$ cat config.mk
export PLATFORM = sky130hd
export DESIGN_NAME = window_gen_3x3
export DESIGN_NICKNAME = d
export VERILOG_FILES = /design/src/rtl/window_gen_3x3.sv
export SDC_FILE = /design/constraint.sdc
export NUM_CORES = 2
export LEC_CHECK = 0
export BUFFER_PORTS_ARGS = -buffer_cell sky130_fd_sc_hd__buf_2
export CAP_MARGIN = 10
export CORE_ASPECT_RATIO = 0.8
export CORE_UTILIZATION = 50
export DETAILED_ROUTE_END_ITERATION = 6
export GPL_TIMING_DRIVEN = 0
export PLACE_DENSITY = 0.67
export SLEW_MARGIN = 20
export SYNTH_ARGS = -nofsm -noshare
export SYNTH_HDL_FRONTEND = slang
export SYNTH_SLANG_ARGS = --single-unit
$ cat constraint.sdc
create_clock -name clk -period 8.2 [get_ports clk]
set_clock_uncertainty 0.2 [all_clocks]
set_input_delay 0.41 -clock clk [delete_from_list [all_inputs] [get_ports clk]]
set_output_delay 0.41 -clock clk [all_outputs]
set_load 0.01 [all_outputs]
$ cat src/rtl/window_gen_3x3.sv
// Sliding 3x3 window generator: two line buffers plus a 3x3 shift window, fully registered outputs.
// Optional end-of-frame strobe Frame_Done is built only when WG_FRAME_DONE_EN is defined.
module window_gen_3x3 #(
  parameter int DATA_WIDHT = 32,
  parameter int IMG_WIDTH  = 28,
  parameter int IMG_HEIGHT = 28
) (
  input  logic                  clk,
  input  logic                  rst,
  input  logic [DATA_WIDHT-1:0] Data_In,
  input  logic                  Valid_In,
  output logic [DATA_WIDHT-1:0] Data_Out0,
  output logic [DATA_WIDHT-1:0] Data_Out1,
  output logic [DATA_WIDHT-1:0] Data_Out2,
  output logic [DATA_WIDHT-1:0] Data_Out3,
  output logic [DATA_WIDHT-1:0] Data_Out4,
  output logic [DATA_WIDHT-1:0] Data_Out5,
  output logic [DATA_WIDHT-1:0] Data_Out6,
  output logic [DATA_WIDHT-1:0] Data_Out7,
  output logic [DATA_WIDHT-1:0] Data_Out8,
  output logic                  Valid_Out
`ifdef WG_FRAME_DONE_EN
  ,
  output logic                  Frame_Done
`endif
);

  localparam int COL_W = $clog2(IMG_WIDTH);
  localparam int ROW_W = $clog2(IMG_HEIGHT);
  localparam logic [COL_W-1:0] COL_LAST = COL_W'(IMG_WIDTH - 1);
  localparam logic [ROW_W-1:0] ROW_LAST = ROW_W'(IMG_HEIGHT - 1);

  logic [COL_W-1:0]      col;
  logic [ROW_W-1:0]      row;
  logic [DATA_WIDHT-1:0] lb1 [IMG_WIDTH];
  logic [DATA_WIDHT-1:0] lb2 [IMG_WIDTH];
  logic [DATA_WIDHT-1:0] win [9];
  logic                  last_col;
  logic                  window_ok;

  assign last_col  = (col == COL_LAST);
  assign window_ok = (row >= ROW_W'(2)) && (col >= COL_W'(2));

  // Raster position of the next pixel to be accepted.
  always_ff @(posedge clk or negedge rst) begin
    if (!rst) begin
      col <= '0;
      row <= '0;
    end else if (Valid_In) begin
      if (last_col) begin
        col <= '0;
        row <= (row == ROW_LAST) ? '0 : row + ROW_W'(1);
      end else begin
        col <= col + COL_W'(1);
      end
    end
  end

  // NOTE: the line buffers carry no reset so they map onto RAM; stale rows are masked by the row counter.
  always_ff @(posedge clk) begin
    if (Valid_In) begin
      lb2[col] <= lb1[col];
      lb1[col] <= Data_In;
    end
  end

  // Window shifts left; column 2 takes rows r-2, r-1 and r at column c.
  always_ff @(posedge clk or negedge rst) begin
    if (!rst) begin
      for (int i = 0; i < 9; i++) win[i] <= '0;
    end else if (Valid_In) begin
      win[0] <= win[1];
      win[1] <= win[2];
      win[2] <= lb2[col];
      win[3] <= win[4];
      win[4] <= win[5];
      win[5] <= lb1[col];
      win[6] <= win[7];
      win[7] <= win[8];
      win[8] <= Data_In;
    end
  end

  always_ff @(posedge clk or negedge rst) begin
    if (!rst) Valid_Out <= 1'b0;
    else      Valid_Out <= Valid_In && window_ok;
  end

`ifdef WG_FRAME_DONE_EN
  always_ff @(posedge clk or negedge rst) begin
    if (!rst) Frame_Done <= 1'b0;
    else      Frame_Done <= Valid_In && last_col && (row == ROW_LAST);
  end
`endif

  assign Data_Out0 = win[0];
  assign Data_Out1 = win[1];
  assign Data_Out2 = win[2];
  assign Data_Out3 = win[3];
  assign Data_Out4 = win[4];
  assign Data_Out5 = win[5];
  assign Data_Out6 = win[6];
  assign Data_Out7 = win[7];
  assign Data_Out8 = win[8];

endmodule

==> results.py <==
metrics = {
    "floorplanning": {
        "die_width_um": 447,
        "design.core.area_um2": 157000,
        "dieArea_um2": 160000,
        "start_util_pct": 50.4,
        "dieHeight_um": 358,
        "top_level_ports": 324,
        "rows": 130,
    },
    "finish": {
        "multi_input_area_um2": 17000,
        "seq_area_um2": 61300,
        "final_nets": 4684,
        "final_util_pct": 59.3,
        "nFillCells": 11205,
        "drive_above_1_share_pct": 29.9,
        "synthToLayoutAreaGrowth_pct": 17.7,
        "design_area_um2": 93100,
        "final_common_cell": "edfxtp_1",
        "mostFrequentLayoutCells": "1792 x edfxtp_1, 479 x mux2i_1, 428 x buf_2",
    },
    "setup_path": {
        "worst_ep_required_time_ns": 8.72,
        "start_kind": "register",
        "crit_start": "col[2]",
        "max_stage_delay_ns": 0.89,
        "r2r-start": "col[2]",
        "critPathMostFrequentCell": "buf_2",
        "cp_slowest_cell": "clkbuf_1",
        "worst_ep_arrival_time_ns": 5.33,
        "cp_cell_sequence": "buf_2 > or4b_1 > clkbuf_1 > buf_2 > o22ai_1 > nor4_1 > nand3_2 > mux2_2",
        "cp_max_fo": 29,
        "path_class": "reg -> reg",
        "path_delay_family": "simple AND/OR/NAND/NOR gates",
        "worst_setup_path_end_kind": "register",
        "path_buf_inv": 3,
    },
    "synth": {
        "syn_nets": 3990,
        "synth_top_area_share_pct": 68.0,
        "yosys-top-cells-area": "edfxtp_1 68%, dfrtp_1 9.5%, mux2i_1 6.1%",
        "synth_edf_count": 1792,
        "synth_cell_types": 52,
        "yosysTopAreaCell": "edfxtp_1",
        "post_synth_inst_count": 3949,
        "synth_area_um2": 79100,
        "synth.avg_cell_area_um2": 20.0,
        "ys_ff_latch": 2091,
        "ys.flop_type": "edfxtp_1",
        "async_flop_share_pct": 14.3,
        "synth_seq_area_share_pct": 77.5,
        "yosysWarnings": 0,
    },
    "run": {
        "maxCapViolCount": 0,
    },
    "hold_path": {
        "min_from": "Valid_In",
        "hold_path.class": "in -> reg",
    },
    "drt": {
        "totalWireLength_mm": 221,
        "dr.first_iter.drc_count": 6267,
        "route.detailed.drc": 0,
        "vias": 43066,
        "via_per_inst": 6.22,
        "wl_per_cell_um": 32.0,
        "ant_nets": 0,
        "firstDrtPassIters": 6,
    },
    "timing": {
        "fmax_mhz": 208,
        "fin_crit_ns": 4.82,
        "final.setup.tns_ns": 0,
        "hold_violations": 0,
        "whs_ns": 0.0744,
        "fin_crit_sh_pct": 58.7,
        "tightest_slew_ns": 1.22,
        "rsz0062_at_grt": "no",
        "drv_slew": 0,
        "slew-limit-headroom_pct": 18.7,
        "finalSetupViolCount": 0,
    },
    "clock_tree": {
        "htreeDepth": 4,
        "cts.path.max_buffers": 3,
        "hold_buffers": 35,
        "cts_tree": "done",
        "postCtsSetupRepairBufs": 0,
        "cts-root-buf": "clkbuf_16",
        "numCtsBuffers": 193,
        "clk_pin_slew_ns": 0.06,
        "clock_latency_ns": 0.86,
        "post_cts_resized": 0,
        "clkSinkCount": 2091,
    },
    "grt": {
        "grt_pass1_wl_mm": 309,
        "grt_max_degree": 87,
        "overflow": 0,
        "antenna_found_initial": 11,
        "first_global_vias": 41210,
        "gr-usage-all-layers_pct": 27.6,
    },
    "pwr": {
        "p_leak_uw": 0.0323,
        "ir_worst_vdd_v": 0.000230,
        "power_density_nw_per_um2": 362,
    },
    "placed_design": {
        "place.gp.congestion": 0.831,
        "dp_hpwl_mm": 148,
        "port-buffer-count": 323,
        "place_area_um2": 86500,
    },
    "outcome": {
        "status": "finished clean",
    },
}
[worst min-delay path, stage by stage]
cell and delay (ns):
buf_2 0.18, o21ai_0 0.13, or4_1 0.17, o32a_1 0.16
[power by group]
group | switching, uW | leakage [uW] | internal, uW
Clock | 3920 | 0.00304 | 4890
Combinational | 6650 | 0.00954 | 3260
Sequential | 554 | 0.0197 | 14400
Total | 11100 | 0.0323 | 22500
[synthesized netlist by cell type, drive strengths merged, types with 2 or more instances]
cell type,instances
a21boi,3
nand2,67
inv,8
nand2b,2
nor4,29
mux2i,479
dfrtp,299
mux4,208
and2,3
or4b,3
ha,6
nor2,68
a22oi,93
o21ai,11
clkbuf,80
nand3,71
or3,3
a21o,4
o32a,2
nor2b,6
or4,4
a211oi,12
edfxtp,1792
o22ai,149
mux2,262
a31oi,36
nand4bb,3
buf,140
nor3,16
o221ai,2
a221oi,14
a21oi,32
a22o,28
a32oi,3
[cell families (layout without fill, tap and decap cells)]
| group | count (synthesis) | after routing | share of synthesized area (%) |
|---|---|---|---|
| flip-flops | 2091 | 2091 | 77.5 |
| multiplexers | 949 | 949 | 15.8 |
| AO/OA/AOI/OAI | 393 | 393 | 3.46 |
| AND/OR/NAND/NOR | 281 | 281 | 1.73 |
| buffers and inverters | 228 | 1088 | 1.42 |
| adder cells (fa/ha/maj) | 6 | 6 | 0.0949 |
| XOR/XNOR | 1 | 1 | 0.0111 |
| other | 0 | 2 | 0 |
[per-stage QoR]
stage	worst slack (ns)	instances	power, uW
5_1_grt	3.43	6921	34700
3_3_place_gp	-6.58	6384	24400
6_report	3.38	6923	33700
3_5_place_dp	2.63	6525	24900
2_1_floorplan	1.59	3949	20300
4_1_cts	3.44	6921	33600
[per-layer routing]
| layer | part of all wire, % | GRT usage (%) | wire, um | up-vias |
|---|---|---|---|---|
| met3 | 11 | 6.13 | 24300 | 412 |
| met4 | 3.1 | 8.12 | 6770 | 0 |
| li1 | - | - | - | 17455 |
| met1 | 41 | 41.3 | 91700 | 22625 |
| met2 | 45 | 40.8 | 98500 | 2574 |
| met5 | 0 | 0 | 0 | - |
[final timing paths]
check                      cells after the start            end  slack (ns)
max                                            8  Data_Out5[20]        3.38
min                                            4  Data_Out2[15]        0.07
max reg2reg                                    8  Data_Out5[20]        3.38
min reg2reg                                    1  Data_Out6[11]        0.30
max in group asynchronous                      5  Data_Out5[17]        6.25
min in group asynchronous                      3  Data_Out2[15]        0.45
[sequential cells by signal, indices dropped and copies added, names as in the netlist]
signal / count
lb1: 896
lb2: 896
Data_Out0: 32
Data_Out1: 32
Data_Out2: 32
Data_Out3: 32
Data_Out4: 32
Data_Out5: 32
Data_Out6: 32
Data_Out7: 32
Data_Out8: 32
col: 5
row: 5
Valid_Out: 1
[final cells by class]
cell class	count	area share (%)
Sequential cell	2091	65.9
Multi-Input combinational cell	1630	18.3
Clock buffer	273	5.93
Timing Repair Buffer	499	5.14
Tap cell	2112	2.84
Buffer	220	1.19
Clock inverter	88	0.699
Inverter	8	0.0376
Antenna cell	2	0.00538
Note: power is estimated with default switching activity, not from simulation.
